$ cat config.mk
export PLATFORM = sky130hd
export DESIGN_NAME = sequencer_host_controller
export DESIGN_NICKNAME = d
export VERILOG_FILES = /design/src/rtl/sequencer_cmd_pkg.sv /design/src/rtl/byte_gap_timer.sv /design/src/rtl/sequencer_host_controller.sv
export SDC_FILE = /design/constraint.sdc
export NUM_CORES = 1
export LEC_CHECK = 0
export BUFFER_PORTS_ARGS = -buffer_cell sky130_fd_sc_hd__buf_2
export CAP_MARGIN = 20
export CORE_MARGIN = 2
export CORE_UTILIZATION = 25
export DETAILED_ROUTE_END_ITERATION = 8
export GPL_ROUTABILITY_DRIVEN = 0
export GPL_TIMING_DRIVEN = 0
export PLACE_DENSITY = 0.38
export SLEW_MARGIN = 20
export SYNTH_ARGS = -nofsm -noshare
export SYNTH_HDL_FRONTEND = slang
export SYNTH_SLANG_ARGS = --single-unit
$ cat constraint.sdc
create_clock -name iCLK -period 5.5 [get_ports iCLK]
set_clock_uncertainty 0.1 [all_clocks]
set_input_delay 0.55 -clock iCLK [delete_from_list [all_inputs] [get_ports iCLK]]
set_output_delay 0.55 -clock iCLK [all_outputs]
set_load 0.02 [all_outputs]
$ cat src/rtl/sequencer_cmd_pkg.sv
// Command vocabulary shared by the sequencer host controller: opcodes,
// response codes, controller states, and the limits applied to settings.
// Ports: none (package).
package sequencer_cmd_pkg;

  // Host opcodes
  localparam logic [7:0] OP_CAM_MS         = 8'h01;
  localparam logic [7:0] OP_GALVO_MS       = 8'h02;
  localparam logic [7:0] OP_NUM_IMAGES     = 8'h03;
  localparam logic [7:0] OP_CYCLES         = 8'h04;
  localparam logic [7:0] OP_GALVO_POS      = 8'h05;
  localparam logic [7:0] OP_START_NO_GALVO = 8'h10;
  localparam logic [7:0] OP_START_GALVO    = 8'h11;
  localparam logic [7:0] OP_STATUS         = 8'h20;

  // Response bytes
  localparam logic [7:0] RESP_ACK = 8'h06;
  localparam logic [7:0] RESP_NAK = 8'h15;

  // Limits
  localparam int MAX_IMAGES = 64;
  localparam int BUSY_WAIT  = 4;

  typedef enum logic [2:0] {
    ST_IDLE,
    ST_PAYLOAD,
    ST_EXEC,
    ST_START,
    ST_WAIT_BUSY,
    ST_RESPOND
  } state_t;

  function automatic logic opcode_known(input logic [7:0] op);
    case (op)
      OP_CAM_MS, OP_GALVO_MS, OP_NUM_IMAGES, OP_CYCLES, OP_GALVO_POS,
      OP_START_NO_GALVO, OP_START_GALVO, OP_STATUS: opcode_known = 1'b1;
      default:                                      opcode_known = 1'b0;
    endcase
  endfunction

  // Number of little-endian payload bytes following an opcode.
  function automatic logic [2:0] payload_len(input logic [7:0] op);
    case (op)
      OP_CAM_MS, OP_GALVO_MS, OP_NUM_IMAGES: payload_len = 3'd1;
      OP_CYCLES:                             payload_len = 3'd2;
      OP_GALVO_POS:                          payload_len = 3'd4;
      default:                               payload_len = 3'd0;
    endcase
  endfunction

endpackage

$ cat src/rtl/byte_gap_timer.sv
// Inter-byte gap timer: counts while enabled, pulses expired for one cycle.
// Latency: expired asserts combinationally on the cycle count == TIMEOUT_CYCLES-1.
// Backpressure: none; clear has priority over counting.
// Ports: iCLK/iRST clock and async active-high reset; clear restarts the
//        count; enable lets it advance; expired is the single-cycle timeout.
module byte_gap_timer #(
  parameter int TIMEOUT_CYCLES = 50_000_000
) (
  input  logic iCLK,
  input  logic iRST,
  input  logic clear,
  input  logic enable,
  output logic expired
);

  localparam int CW = (TIMEOUT_CYCLES > 1) ? $clog2(TIMEOUT_CYCLES) : 1;
  localparam logic [CW-1:0] LAST = CW'(TIMEOUT_CYCLES - 1);

  logic [CW-1:0] count;

  assign expired = enable && (count == LAST);

  // Restart after expiry so a stale count never leaks into the next command.
  always_ff @(posedge iCLK or posedge iRST) begin
    if (iRST) begin
      count <= '0;
    end else if (clear || expired) begin
      count <= '0;
    end else if (enable) begin
      count <= count + 1'b1;
    end
  end

endmodule

$ cat src/rtl/sequencer_host_controller.sv
// Host command parser: UART bytes -> sequencer settings, start pulses, status.
// Latency: last byte at N -> exec N+1 -> response/register update N+2; start ACK >= N+4.
// Backpressure: rx ready only while parsing; a response holds until iTX_READY.
// Ports: iRX_VALID/iRX_DATA/oRX_READY receive stream; oTX_VALID/oTX_DATA/
//        iTX_READY response stream; o*_MILLISEC, oNUM_*, oCYCLES_* settings and
//        oTRIG_* start pulses to the sequencer; iSEQ_BUSY/iFRAME_ID its status.
module sequencer_host_controller
  import sequencer_cmd_pkg::*;
#(
  parameter logic [7:0]  DEFAULT_CAM_MS     = 8'd10,
  parameter logic [7:0]  DEFAULT_GALVO_MS   = 8'd5,
  parameter logic [6:0]  DEFAULT_NUM_IMAGES = 7'd1,
  parameter logic [15:0] DEFAULT_CYCLES     = 16'd1,
  parameter logic [31:0] DEFAULT_GALVO_POS  = 32'd1,
  parameter int          TIMEOUT_CYCLES     = 50_000_000
) (
  input  logic        iCLK,
  input  logic        iRST,
  input  logic        iRX_VALID,
  input  logic [7:0]  iRX_DATA,
  output logic        oRX_READY,
  output logic        oTX_VALID,
  output logic [7:0]  oTX_DATA,
  input  logic        iTX_READY,
  output logic [7:0]  oCAMERA_TRIGGER_MILLISEC,
  output logic [7:0]  oGALVO_TRIGGER_MILLISEC,
  output logic [6:0]  oNUM_SLM_IMAGES,
  output logic [15:0] oCYCLES_OF_DISPLAY_FOR_EACH_IMAGE,
  output logic [31:0] oNUM_OF_GALVO_POSITIONS,
  output logic        oTRIG_WITHOUT_GALVO,
  output logic        oTRIG_WITH_GALVO,
  input  logic        iSEQ_BUSY,
  input  logic [5:0]  iFRAME_ID
);

  state_t      state, state_nxt;
  logic [7:0]  opcode;
  logic [31:0] payload;
  logic [1:0]  byte_idx;
  logic [1:0]  wait_cnt;
  logic [7:0]  tx_dat;

  logic [7:0]  cam_ms, galvo_ms;
  logic [6:0]  num_images;
  logic [15:0] cycles;
  logic [31:0] galvo_pos;

  logic rx_fire;
  logic gap_expired;
  logic is_write, is_start, write_legal;

  // Comb outputs of the FSM
  logic       tx_load;
  logic [7:0] tx_nxt;
  logic       write_en;
  logic       trig_with, trig_without;

  assign oRX_READY = (state == ST_IDLE) || (state == ST_PAYLOAD);
  assign rx_fire   = iRX_VALID && oRX_READY;
  assign oTX_VALID = (state == ST_RESPOND);
  assign oTX_DATA  = tx_dat;

  assign oCAMERA_TRIGGER_MILLISEC          = cam_ms;
  assign oGALVO_TRIGGER_MILLISEC           = galvo_ms;
  assign oNUM_SLM_IMAGES                   = num_images;
  assign oCYCLES_OF_DISPLAY_FOR_EACH_IMAGE = cycles;
  assign oNUM_OF_GALVO_POSITIONS           = galvo_pos;
  assign oTRIG_WITH_GALVO                  = trig_with;
  assign oTRIG_WITHOUT_GALVO               = trig_without;

  byte_gap_timer #(
    .TIMEOUT_CYCLES(TIMEOUT_CYCLES)
  ) u_gap_timer (
    .iCLK    (iCLK),
    .iRST    (iRST),
    .clear   (rx_fire),
    .enable  (state == ST_PAYLOAD),
    .expired (gap_expired)
  );

  assign is_write = (opcode == OP_CAM_MS) || (opcode == OP_GALVO_MS) ||
                    (opcode == OP_NUM_IMAGES) || (opcode == OP_CYCLES) ||
                    (opcode == OP_GALVO_POS);
  assign is_start = (opcode == OP_START_NO_GALVO) || (opcode == OP_START_GALVO);

  // Range checks on the collected payload for the current write opcode.
  always_comb begin
    write_legal = 1'b0;
    case (opcode)
      OP_CAM_MS, OP_GALVO_MS: write_legal = (payload[7:0] != 8'd0);
      OP_NUM_IMAGES:          write_legal = (payload[6:0] != 7'd0) &&
                                            (payload[6:0] <= 7'(MAX_IMAGES));
      OP_CYCLES:              write_legal = (payload[15:0] != 16'd0);
      OP_GALVO_POS:           write_legal = (payload != 32'd0);
      default:                write_legal = 1'b0;
    endcase
  end

  always_ff @(posedge iCLK or posedge iRST) begin
    if (iRST) begin
      state <= ST_IDLE;
    end else begin
      state <= state_nxt;
    end
  end

  always_comb begin
    state_nxt    = state;
    tx_load      = 1'b0;
    tx_nxt       = RESP_NAK;
    write_en     = 1'b0;
    trig_with    = 1'b0;
    trig_without = 1'b0;
    case (state)
      ST_IDLE: begin
        if (rx_fire) begin
          if (!opcode_known(iRX_DATA)) begin
            state_nxt = ST_RESPOND;
            tx_load   = 1'b1;
          end else if (payload_len(iRX_DATA) == 3'd0) begin
            state_nxt = ST_EXEC;
          end else begin
            state_nxt = ST_PAYLOAD;
          end
        end
      end
      ST_PAYLOAD: begin
        // Timeout beats a byte arriving on the same cycle.
        if (gap_expired) begin
          state_nxt = ST_RESPOND;
          tx_load   = 1'b1;
        end else if (rx_fire && ({1'b0, byte_idx} == payload_len(opcode) - 3'd1)) begin
          state_nxt = ST_EXEC;
        end
      end
      ST_EXEC: begin
        if (is_write) begin
          state_nxt = ST_RESPOND;
          tx_load   = 1'b1;
          if (!iSEQ_BUSY && write_legal) begin
            write_en = 1'b1;
            tx_nxt   = RESP_ACK;
          end
        end else if (is_start) begin
          if (iSEQ_BUSY) begin
            state_nxt = ST_RESPOND;
            tx_load   = 1'b1;
          end else begin
            state_nxt = ST_START;
          end
        end else begin
          state_nxt = ST_RESPOND;
          tx_load   = 1'b1;
          tx_nxt    = {iSEQ_BUSY, 1'b0, iFRAME_ID};
        end
      end
      ST_START: begin
        trig_with    = (opcode == OP_START_GALVO);
        trig_without = (opcode != OP_START_GALVO);
        state_nxt    = ST_WAIT_BUSY;
      end
      ST_WAIT_BUSY: begin
        if (iSEQ_BUSY) begin
          state_nxt = ST_RESPOND;
          tx_load   = 1'b1;
          tx_nxt    = RESP_ACK;
        end else if (wait_cnt == 2'(BUSY_WAIT - 1)) begin
          state_nxt = ST_RESPOND;
          tx_load   = 1'b1;
        end
      end
      ST_RESPOND: begin
        if (iTX_READY) begin
          state_nxt = ST_IDLE;
        end
      end
      default: state_nxt = ST_IDLE;
    endcase
  end

  always_ff @(posedge iCLK or posedge iRST) begin
    if (iRST) begin
      opcode     <= 8'd0;
      payload    <= 32'd0;
      byte_idx   <= 2'd0;
      wait_cnt   <= 2'd0;
      tx_dat     <= 8'd0;
      cam_ms     <= DEFAULT_CAM_MS;
      galvo_ms   <= DEFAULT_GALVO_MS;
      num_images <= DEFAULT_NUM_IMAGES;
      cycles     <= DEFAULT_CYCLES;
      galvo_pos  <= DEFAULT_GALVO_POS;
    end else begin
      if ((state == ST_IDLE) && rx_fire) begin
        opcode   <= iRX_DATA;
        payload  <= 32'd0;
        byte_idx <= 2'd0;
      end
      if ((state == ST_PAYLOAD) && rx_fire && !gap_expired) begin
        payload[{byte_idx, 3'b000} +: 8] <= iRX_DATA;
        byte_idx                         <= byte_idx + 2'd1;
      end
      if (state == ST_START) begin
        wait_cnt <= 2'd0;
      end else if (state == ST_WAIT_BUSY) begin
        wait_cnt <= wait_cnt + 2'd1;
      end
      if (tx_load) begin
        tx_dat <= tx_nxt;
      end
      if (write_en) begin
        case (opcode)
          OP_CAM_MS:     cam_ms     <= payload[7:0];
          OP_GALVO_MS:   galvo_ms   <= payload[7:0];
          OP_NUM_IMAGES: num_images <= payload[6:0];
          OP_CYCLES:     cycles     <= payload[15:0];
          OP_GALVO_POS:  galvo_pos  <= payload;
          default:       ;
        endcase
      end
    end
  end

endmodule
==> results.yml <==
synthesis:
  synth_area_leader_cell: "dfrtp_1"
  syn_area_per_cell_um2: 11.4
  synth_cell_types: 60
  synth.area.top_cells: "dfrtp_1 50%, mux2_4 6.2%, nand2_1 5.0%"
  synth_edf_count: 0
  ys_ff_latch: 151
  synth_nets: 660
  yosys.area.top_type_share_pct: 49.9
  async_reset_ff_share_pct: 100
  ys.flop_type: "dfrtp_1"
  synth_area_um2: 7220
  syn_inst: 633
  ys.warnings.count: 0
  ys_seq_area_share_pct: 52.4
floorplanning:
  placementRows: 62
  initial_core_util_pct: 25.3
  die-area_um2: 30300
  design.core.area_um2: 28500
  fp.dieW_um: 174
  ios: 102
  dieHeight_um: 174
clock_network:
  cts.sinks: 151
  ctsRootBufferMaster: "clkbuf_16"
  cts-resized-gates: 0
  ctsLongestPathBuffers: 2
  tritoncts: "built"
  clkLatencyLatePin_ns: 0.43
  cts-buffers-inserted: 17
  htree_levels: 4
  clk_pin_slew_ns: 0.07
  postCtsSetupBuffers: 0
  cts_hold_buf: 0
grt:
  grt_max_degree: 96
  grt_pass1_wl_mm: 31.2
  grt.overflow.total: 0
  grt_usage_pct: 13.1
  first_global_vias: 5347
  antenna_found_initial: 1
detailed_routing:
  drc_errors: 0
  post_drt_wl_per_cell_um: 16.9
  drt-vias-per-instance: 4.57
  ant_nets: 0
  top_layer_used: "met5"
  dr_wl_met3_um: 647
  wl_met1_mm: 9.44
  dr_wl_met2_mm: 9.18
  wirelength_mm: 19.4
  num_vias: 5235
  first_pass_iters: 4
  drt_iter0_drc: 321
worst_hold_path:
  hold_class: "input pin to async pin"
sta:
  finalSetupViolations: 0
  drv_slew: 0
  min_period_over_period_pct: 60.5
  relSlewSlack_pct: 32.7
  tns_ns: 0
  rsz0062_at_grt: "no"
  max_freq_mhz: 301
  min_period_ns: 3.33
  final_hold_viol_count: 0
  tightestPinTransition_ns: 1.00
power:
  p_per_area_nw_per_um2: 396
  p_leak_nw: 4.28
  vdd_ir_drop_max_v: 0.000166
cells_and_area:
  num-fill-cells: 2991
  most-common-layout-cells: "144 x dfrtp_1, 97 x buf_2, 96 x nand2_1"
  syn2layout_area_growth_pct: 22.0
  final_nets: 775
  layout_commonest_cell: "dfrtp_1"
  drive_above_1_share_pct: 28.5
  antennaDiodeCount: 0
  fin_util_pct: 30.9
setup_path:
  endpoint_kind: "output port"
  critPathMostFrequentCell: "buf_2"
  crit_slowest_cell: "or4_1"
  critical_path.max_fanout: 10
  crit_arrival_ns: 2.68
  start_kind: "register"
  critical_path_class: "register to output port"
  rrSetupSlack_ns: 2.31
  max_stage_delay_ns: 0.62
  crit_chain: "buf_2 -> or4_1 -> nor4b_2 -> nand2_1 -> and3_1 -> buf_2"
  reg2reg_depth: 6
  worstPathRequired_ns: 4.85
outcome:
  status: "complete, no violations"
placement:
  port_buffers: 95
  hpwl_mm: 13.8
job:
  cap_violations: 0
==> logic make-up (layout without fill, tap and decap cells) <==
| kind of cell | Yosys count | in the layout | synth area share [%] |
|---|---|---|---|
| AO/OA/AOI/OAI | 64 | 64 | 7.17 |
| XOR/XNOR | 28 | 28 | 3.40 |
| multiplexers | 96 | 96 | 16.1 |
| buffers and inverters | 41 | 169 | 2.68 |
| AND/OR/NAND/NOR | 244 | 244 | 16.8 |
| flip-flops | 151 | 151 | 52.4 |
| other | 1 | 1 | 0.0519 |
| adder cells (fa/ha/maj) | 8 | 8 | 1.39 |
==> worst max-delay path, delay by kind of cell (launching register included) <==
| family | cells | cell delay (ns) |
|---|---|---|
| flip-flops | 1 | 0.41 |
| buffers and inverters | 2 | 0.37 |
| AND/OR/NAND/NOR | 4 | 1.48 |
==> through the flow <==
stage	instances	cell area (um2)	hold slack [ns]	setup WS [ns]	total power, W
final	1145	8810	0.0439	2.17	0.00349
after global routing	1145	8810	0.0644	2.05	0.00371
after CTS	1145	8810	0.0582	2.15	0.00354
after detailed placement	1113	8210	0.371	2.29	0.00231
after global placement	1112	8180	0.362	-1.15	0.00229
after floorplan	633	7220	0.398	0.797	0.00200
==> area by class of cell <==
| type | instances | area (um2) | area share [%] |
|---|---|---|---|
| timing repair buffer | 96 | 503 | 5.71 |
| sequential | 151 | 3790 | 43.0 |
| clock inverter | 15 | 173 | 1.96 |
| clock buffer | 17 | 425 | 4.83 |
| tap | 384 | 480 | 5.45 |
| multi-input combinational | 441 | 3240 | 36.8 |
| buffer | 28 | 145 | 1.65 |
| inverter | 13 | 56.3 | 0.639 |
==> report_power, final <==
group | internal, W | switching (W) | total, W | leakage, nW
registers | 0.00122 | 0.000150 | 0.00137 | 2.05
clock network | 0.000653 | 0.000550 | 0.00120 | 0.290
logic | 0.000309 | 0.000599 | 0.000909 | 1.94
==> registers in the layout, indices dropped and copies added, names as in the netlist <==
signal,flops
oNUM_OF_GALVO_POSITIONS,32
wait_cnt,2
state,3
oNUM_SLM_IMAGES,7
byte_idx,2
oCYCLES_OF_DISPLAY_FOR_EACH_IMAGE,16
oGALVO_TRIGGER_MILLISEC,8
oTX_DATA,7
opcode,8
u_gap_timer.count,26
oCAMERA_TRIGGER_MILLISEC,8
payload,32
==> per-layer routing <==
metal | GRT usage (%) | vias to the layer above
met5 | 0 | -
met1 | 17.9 | 2645
met4 | 3.15 | 2
li1 | - | 2490
met2 | 21.0 | 92
met3 | 3.13 | 6
==> worst paths after layout <==
kind	start	endpoint
worst max register to register	payload[1]	oNUM_OF_GALVO_POSITIONS[31]
max in group asynchronous	iRST	oNUM_SLM_IMAGES[0]
min in group iCLK	iFRAME_ID[5]	oTX_DATA[5]
worst max-delay path	opcode[1]	oTRIG_WITHOUT_GALVO
worst min register to register	oCYCLES_OF_DISPLAY_FOR_EACH_IMAGE[15]	oCYCLES_OF_DISPLAY_FOR_EACH_IMAGE[15]
worst min-delay path	iRST	oNUM_OF_GALVO_POSITIONS[26]
==> synth_stat cells (all sizes together) (3+ instances only) <==
master   count
inv         13
xnor2       15
mux2        71
buf         11
o21ai        8
and2         3
ha           8
nor4        11
nand3       20
nand2b       3
nand3b       3
and3         6
a22o        12
a2111oi      3
dfstp        7
o31ai        5
o211ai       3
a31oi        4
dfrtp      144
a21oi       10
nand2       96
mux2i       25
a211oi       6
and4         7
xor2        13
or4          7
nor2        43
nand4       13
nor3        21
clkbuf      17
Power figures use the tool's default switching activity.
